## src/rtl/spi_byte_tx.sv

```systemverilog
// spi_byte_tx: single-byte SPI master transmitter, mode 0 (spi_sck idles low, data is
// sampled by the slave on the rising edge and advanced on the falling edge).
//
// A byte is requested with sendEnable/data and accepted only from IDLE. The byte then
// runs SETUP (chip select asserted, first bit on spi_mosi), SHIFT (8 spi_sck pulses) and
// DONE (spi_sck low, then chip select released and held released before returning to
// IDLE). Every output comes straight from a register.
//
// Parameters:
//   CLK_DIV     baseClk cycles per spi_sck half-period, 1..255
// Ports:
//   baseClk     clock, all logic on its rising edge
//   hard_Clr    synchronous active-high reset, overrides every other input
//   data        byte to transmit, sampled only in IDLE while sendEnable is high
//   sendEnable  transmit request, held by upstream until sendBusy is seen high
//   sendBusy    high from acceptance until the byte is fully retired
//   spi_sck     SPI clock
//   spi_cs_n    active-low chip select, low only for the duration of a byte
//   spi_mosi    serial data out
// Build option:
//   SPI_LSB_FIRST_EN  when defined, data[0] is sent first; otherwise data[7] is sent first.
//                     Only the bit order changes.

module spi_byte_tx #(
    parameter int unsigned CLK_DIV = 4
) (
    input  logic       baseClk,
    input  logic       hard_Clr,
    input  logic [7:0] data,
    input  logic       sendEnable,
    output logic       sendBusy,
    output logic       spi_sck,
    output logic       spi_cs_n,
    output logic       spi_mosi
);

    typedef enum logic [1:0] {
        StIdle,
        StSetup,
        StShift,
        StDone
    } state_e;

    // The half-period counter runs from DivLast down to zero, so an expiry every
    // CLK_DIV cycles also works for CLK_DIV = 1 (counter stays at zero).
    localparam logic [7:0] DivLast = 8'(CLK_DIV - 1);

    state_e     state_q, state_d;
    logic [7:0] cnt_q, cnt_d;
    logic [2:0] bit_q, bit_d;
    logic [7:0] shreg_q, shreg_d;
    logic       busy_q, busy_d;
    logic       sck_q, sck_d;
    logic       cs_n_q, cs_n_d;
    logic       mosi_q, mosi_d;
    logic [7:0] shreg_rot;

    // The shift register rotates rather than shifts; the bit on the wire is always the
    // one at FirstBit.
`ifdef SPI_LSB_FIRST_EN
    localparam int unsigned FirstBit = 0;
    assign shreg_rot = {shreg_q[0], shreg_q[7:1]};
`else
    localparam int unsigned FirstBit = 7;
    assign shreg_rot = {shreg_q[6:0], shreg_q[7]};
`endif

    always_comb begin
        state_d = state_q;
        cnt_d   = cnt_q;
        bit_d   = bit_q;
        shreg_d = shreg_q;
        busy_d  = busy_q;
        sck_d   = sck_q;
        cs_n_d  = cs_n_q;
        mosi_d  = mosi_q;

        unique case (state_q)
            StIdle: begin
                if (sendEnable) begin
                    shreg_d = data;
                    mosi_d  = data[FirstBit];
                    busy_d  = 1'b1;
                    cs_n_d  = 1'b0;
                    cnt_d   = DivLast;
                    bit_d   = '0;
                    state_d = StSetup;
                end
            end

            StSetup: begin
                if (cnt_q == '0) begin
                    sck_d   = 1'b1;
                    cnt_d   = DivLast;
                    state_d = StShift;
                end else begin
                    cnt_d = cnt_q - 8'd1;
                end
            end

            StShift: begin
                if (cnt_q == '0) begin
                    cnt_d = DivLast;
                    sck_d = ~sck_q;
                    // sck_q high here means this expiry is a falling edge.
                    if (sck_q) begin
                        if (bit_q == 3'd7) begin
                            state_d = StDone;
                        end else begin
                            bit_d   = bit_q + 3'd1;
                            shreg_d = shreg_rot;
                            mosi_d  = shreg_rot[FirstBit];
                        end
                    end
                end else begin
                    cnt_d = cnt_q - 8'd1;
                end
            end

            StDone: begin
                // Two timed phases: spi_sck low with chip select still asserted, then chip
                // select released for CLK_DIV cycles so back-to-back bytes keep a gap.
                if (cnt_q != '0) begin
                    cnt_d = cnt_q - 8'd1;
                end else if (!cs_n_q) begin
                    cs_n_d = 1'b1;
                    cnt_d  = DivLast;
                end else if (!sendEnable) begin
                    // Holding here while the request stays high stops it starting a second byte.
                    busy_d  = 1'b0;
                    mosi_d  = 1'b0;
                    state_d = StIdle;
                end
            end
        endcase
    end

    always_ff @(posedge baseClk) begin
        if (hard_Clr) begin
            state_q <= StIdle;
            cnt_q   <= '0;
            bit_q   <= '0;
            shreg_q <= '0;
            busy_q  <= 1'b0;
            sck_q   <= 1'b0;
            cs_n_q  <= 1'b1;
            mosi_q  <= 1'b0;
        end else begin
            state_q <= state_d;
            cnt_q   <= cnt_d;
            bit_q   <= bit_d;
            shreg_q <= shreg_d;
            busy_q  <= busy_d;
            sck_q   <= sck_d;
            cs_n_q  <= cs_n_d;
            mosi_q  <= mosi_d;
        end
    end

    assign sendBusy = busy_q;
    assign spi_sck  = sck_q;
    assign spi_cs_n = cs_n_q;
    assign spi_mosi = mosi_q;

endmodule

```

## config.mk

```make
export PLATFORM = sky130hd
export DESIGN_NAME = spi_byte_tx
export DESIGN_NICKNAME = d
export VERILOG_FILES = /design/src/rtl/spi_byte_tx.sv
export SDC_FILE = /design/constraint.sdc
export NUM_CORES = 1
export LEC_CHECK = 0
export CELL_PAD_IN_SITES_DETAIL_PLACEMENT = 1
export CELL_PAD_IN_SITES_GLOBAL_PLACEMENT = 1
export CORE_MARGIN = 4
export CORE_UTILIZATION = 44
export CTS_BUF_LIST = sky130_fd_sc_hd__clkbuf_8
export CTS_CLUSTER_SIZE = 28
export DETAILED_ROUTE_END_ITERATION = 7
export PLACE_DENSITY = 0.91
export SYNTH_ARGS = -nofsm -noshare
export SYNTH_HDL_FRONTEND = slang
export SYNTH_SLANG_ARGS = --single-unit
```

## constraint.sdc

```tcl
create_clock -name baseClk -period 2.4 [get_ports baseClk]
set_input_delay 0.24 -clock baseClk [delete_from_list [all_inputs] [get_ports baseClk]]
set_output_delay 0.24 -clock baseClk [all_outputs]
set_load 0.02 [all_outputs]
```

* Word level (Yosys, flattened, before mapping)
Cells that the tools add are included.
** Operators by class
- Reduce and logical (&&, ||, !) cells :: 15
- Equality and inequality tests :: 14
- Multiplexer cells :: 40
- $add $sub $neg :: 2
- Bitwise gates (word level) :: 1
** Operators by type and width (count)
- $mux W8 :: 8
- $pmux W8 S3 :: 1
- $ne A2 B2 Y1 const B :: 9
- $mux W2 :: 8
- $pmux W8 S2 :: 1
- $reduce_and A8 Y1 :: 2
- $mux W1 :: 12
- $mux W3 :: 4
- $reduce_and A5 Y1 :: 2
- $logic_not A8 Y1 :: 1
- $pmux W2 S4 :: 1
- $reduce_bool A8 Y1 :: 1
- $sub A8 B1 Y8 const B :: 1
- $pmux W1 S2 :: 3
- $pmux W3 S2 :: 1
- $reduce_and A3 Y1 :: 2
- $reduce_bool A2 Y1 :: 3
- $eq A2 B2 Y1 const B :: 2
- $add A3 B1 Y3 const B :: 1
- $eq A3 B3 Y1 const B :: 1
- $ne A3 B3 Y1 const B :: 1
- $pmux W1 S3 :: 1
- $reduce_bool A3 Y1 :: 1
- $eq A2 B1 Y1 const B :: 1
- 4 further kinds :: 4
** Storage, ports and cells
- Input port bits :: 11
- Output and inout port bits :: 4
- Flip-flop bits (word level) :: 25
- Word-level logic and storage cells :: 80

* Logic depth before layout (Yosys ltp)
Gate-level depths: netlist (run 1).
- Depth in word-level cells :: 5
- Mapped depth :: 7
- Gate-level depth less buffers :: 6

* Worst setup path after synthesis (run 1)
No wires, ideal clock.
- Path kind :: reg-to-reg
- From :: register cnt_q[0]
- To :: register state_q[0]
- Required time :: 2.328 ns
- Slack :: 0.327 ns
- Period minus slack after synthesis :: 2.073 ns
- Arrival :: 2.001 ns
- Library setup time :: 0.072 ns
- Cell stages (with the launch flop) :: 7
- Path buffers :: 0
- Cells stage by stage :: dfxtp_1 inv_1 ha_1 or3b_2 o41a_1 a2111oi_4 mux2i_1
** Between the ends
- Longest elaborated chain between the ends :: 3
- Elaborated cells between the ends (all ways) :: 6
- Those cells by class :: 3 x eq/ne; 3 x reduce/logical
** RTL lines
- start, declared :: line 49 : logic [7:0] cnt_q, cnt_d;
- start signal, assigned :: line 150 : cnt_q <= cnt_d;
- $reduce_bool A8 Y1 / $logic_not A8 Y1 (equally long branches) :: line 123, 92, 102
- $ne A2 B2 Y1 (no source line)
- $reduce_and A8 Y1 (no source line) *
- end signal, assigned :: line 140 : state_q <= StIdle;
- end signal, assigned :: line 149 : state_q <= state_d;
- end, declared :: line 48 : state_e state_q, state_d;
Every way passes the cells marked *; elsewhere a longest branch is shown, timed or not.
A chain may end at the register's enable or synchronous reset.

* Final worst setup path (run 1)
- From :: register cnt_q[0]
- To :: register mosi_q, in the netlist spi_mosi
** Between the ends
- Longest elaborated chain between the ends :: 3
- Elaborated cells between the ends (all ways) :: 5
- Those cells by class :: 2 x eq/ne; 3 x reduce/logical
** RTL lines
- $reduce_bool A8 Y1 / $logic_not A8 Y1 (equally long branches) :: line 123, 102
- $ne A2 B2 Y1 (no source line)
- $reduce_and A8 Y1 (no source line) *
- end signal, assigned :: line 156 : mosi_q <= mosi_d;
- end, declared :: line 55 : logic mosi_q, mosi_d;
Marks and branches as above.

==> results of run 1 <==
[per-layer routing]
layer	track usage	wire [µm]	vias to the layer above
met4	0.06596	60	0
met1	0.2564	1793	667
li1	-	-	653
met2	0.3608	1958	25
met3	0.03120	112	8
met5	0	0	-
[cell type report]
| type | instances | share of cell area |
|---|---|---|
| Clock inverter | 1 | 0.004461 |
| Inverter | 10 | 0.02230 |
| Clock buffer | 3 | 0.02454 |
| Sequential cell | 25 | 0.2974 |
| Tap cell | 44 | 0.03271 |
| Multi-Input combinational cell | 119 | 0.4996 |
| Timing Repair Buffer | 22 | 0.1190 |
[final timing paths]
check / from / endpoint / slack [ns]
min reg2reg: bit_q[2] / bit_q[2] / 0.49
max reg2reg: cnt_q[0] / spi_mosi / 0.18
max: cnt_q[0] / spi_mosi / 0.18
min: bit_q[2] / bit_q[2] / 0.49
[through the flow]
step / setup WS [ns] / std cells
6_report: 0.1829 / 224
5_1_grt: 0.06567 / 224
3_3_place_gp: 0.2589 / 220
4_1_cts: 0.05339 / 224
3_5_place_dp: 0.08635 / 220
2_1_floorplan: 0.3271 / 160
[registers in the layout, summed over array words and instances (netlist names)]
name / flops
cnt_q: 8
bit_q: 3
state_q: 2
spi_cs_n: 1
spi_sck: 1
shreg_q: 8
spi_mosi: 1
sendBusy: 1
[report_power, final]
| part | internal (mW) | switching (mW) |
|---|---|---|
| Combinational | 0.675 | 0.940 |
| Sequential | 0.554 | 0.132 |
| Clock | 0.118 | 0.149 |
| Total | 1.35 | 1.22 |
[critical path, delay by kind of cell (launching register included)]
| family | cells | cell delay [ns] |
|---|---|---|
| AND/OR/NAND/NOR | 1 | 0.50 |
| adder cells (fa/ha/maj) | 1 | 0.20 |
| AO/OA/AOI/OAI | 3 | 0.94 |
| buffers and inverters | 1 | 0.12 |
| flip-flops | 1 | 0.36 |
[layout by cell type, fill, tap and decap left out, types with 2 or more instances in the layout]
cell | netlist | final
a211oi_1 | 12 | 12
a21oi_1 | 20 | 20
a311oi_1 | 6 | 6
a31oi_1 | 3 | 3
buf_4 | 0 | 8
clkbuf_8 | 0 | 3
clkdlybuf4s50_1 | 0 | 14
dfxtp_1 | 25 | 25
ha_1 | 8 | 8
inv_1 | 10 | 10
mux2i_1 | 9 | 9
nand2_1 | 10 | 10
nand2b_1 | 4 | 4
nand3_1 | 4 | 4
nand4_1 | 2 | 2
nor2_1 | 8 | 8
nor3_1 | 5 | 5
nor4_1 | 2 | 2
o21ai_0 | 7 | 7
o41a_1 | 2 | 2
[kinds of logic after synthesis]
family | count (synthesis)
AO/OA/AOI/OAI | 61
AND/OR/NAND/NOR | 41
flip-flops | 25
buffers and inverters | 16
multiplexers | 9
adder cells (fa/ha/maj) | 8
==> impl_metrics.tcl, run 1 <==
set metrics [dict create \
    status "completed" \
    multiInputGateArea_um2 840.8 \
    antenna_cells 0 \
    drcViolationCount 0 \
    grt_start_max_net_pins 22 \
    ctsHoldBuffers 0 \
    cts_buffer_depth 2 \
    p_per_area_nw_per_um2 1526 \
    clock_sinks 25 \
    clock.fmax_mhz 451.0 \
    fin_crit_ns 2.217 \
    hold_violations 0 \
    cpMaxStageDelayCell "or3b_2" \
    wl_per_cell_um 17.52 \
    design_area_um2 1683 \
    ant_nets 0 \
    synth-xor-area-share 0 \
    h-tree-depth 1 \
    yosys.area.top_type "dfxtp_1" \
    criticalPathCategory "flip-flop to flip-flop" \
    ys_ff_latch 25 \
    maxCapViolations 0 \
    cp-start-kind "flip-flop" \
    synthFlopType "dfxtp_1" \
    cts-root-buf "clkbuf_8" \
    slew_viol_final 0 \
    cts_resized 0 \
    synth_compound_area_frac 0.3113 \
    hp-class "flip-flop to flip-flop" \
    die_w_um 64.46 \
    seqCellArea_um2 500.5 \
    yosysSeqAreaShare 0.3568 \
    rows 20 \
    synthCells 160 \
    ys_types 37 \
    grt_first_pass_wirelength_um 6837 \
    nets 200 \
    num_vias 1353 \
    max_stage_delay_ns 0.50 \
    track_usage 0.2055 \
    drt_iter0_drc 66 \
    critical_path.max_fanout 5 \
    arrival_ns 2.40 \
    synthTopCellsByArea "dfxtp_1 36%, a21oi_1 7.1%, ha_1 7.1%, mux2i_1 6.4%, a211oi_1 6.4%" \
    crit_required_ns 2.58 \
    synth_area_per_cell_um2 8.766 \
    yosys.area_share.simple 0.1525 \
    min_path_cells 2 \
    crit_path_end_kind "flip-flop" \
    drt-total-wl_um 3924 \
    setup_tns_ns 0 \
    power.total_mw 2.568 \
    portBuffers 14 \
    crit_chain "inv_1 > ha_1 > or3b_2 > o41a_1 > o311a_1 > a31o_1" \
    cts_tree "done" \
    dieArea_um2 4155 \
    r2r_cells 6 \
    yosys_warnings 0 \
    synth.cells.most_frequent "25 x dfxtp_1, 20 x a21oi_1, 12 x a211oi_1, 10 x inv_1, 10 x nand2_1" \
    cts_buffers 3 \
    synth_top_area_frac 0.3568 \
    whs_ns 0.4933 \
    cts.clk_slew.worst_paths_ns 0.10 \
    final_core_util 0.5512 \
    synth-adder-area-share 0.07136 \
    yosysMostFrequentCell "dfxtp_1" \
    timing.final.crit_share 0.9238 \
    clock_latency_ns 0.28 \
    drive_gt1_frac 0.08889 \
    worst_pin_slew_ns 0.5555 \
    drtPass1Iterations 4 \
    avgViaCountPerCell 6.040 \
    rsz0062_at_grt "false" \
    gp_congestion 0.8614 \
    synth-edff-count 0 \
    p_leak_nw 0.6103 \
    async_reset_ff_frac 0 \
    syn_to_final_growth_pct 19.98 \
    grt_pass1_vias 1431 \
    setup_viol 0 \
    coreArea_um2 3053 \
    num_io_pins 15 \
    synth_top_family_by_area "compound AO/OA/AOI/OAI gates" \
    dp_hpwl_um 2928 \
    fill_cells 369 \
    post_cts_buffers 0 \
    initial_core_util 0.4594 \
    die_h_um 64.46 \
    synth_nets 179 \
    grt_overflow 0 \
    timing.slew.headroom 0.6271 \
    vdd_drop_max_uv 808.5 \
    yosys-mux-area-fraction 0.06423 \
    placed_area_um2 1634 \
    antenna_found_initial 0 \
    syn_area_um2 1403 \
    skew_ns 0.006529 \
]
No activity file was read; power rests on OpenSTA's default activity.
==> run 2, diff against run 1 <==
--- a/config.mk
+++ b/config.mk
@@ -13,6 +13,7 @@
 export CTS_CLUSTER_SIZE = 28
 export DETAILED_ROUTE_END_ITERATION = 7
 export PLACE_DENSITY = 0.91
+export SLEW_MARGIN = 20
 export SYNTH_ARGS = -nofsm -noshare
 export SYNTH_HDL_FRONTEND = slang
 export SYNTH_SLANG_ARGS = --single-unit
==> results of run 2 <==
The final DEF is identical to that of run 1; final timing and power are the same.
==> run 3, diff against run 2 <==
==> constraint.sdc (replaced) <==
create_clock -name baseClk -period 2.4 [get_ports baseClk]
set_input_delay 0.24 -clock baseClk [delete_from_list [all_inputs] [get_ports baseClk]]
set_output_delay 0.24 -clock baseClk [all_outputs]
set_load 0.05 [all_outputs]
==> results of run 3 <==
Same layout as run 1 (identical final DEF). Status: completed.
Among the figures that moved: total power 2.568 mW -> 2.626 mW; worst IR drop on VDD 808.5 µV -> 835.2 µV
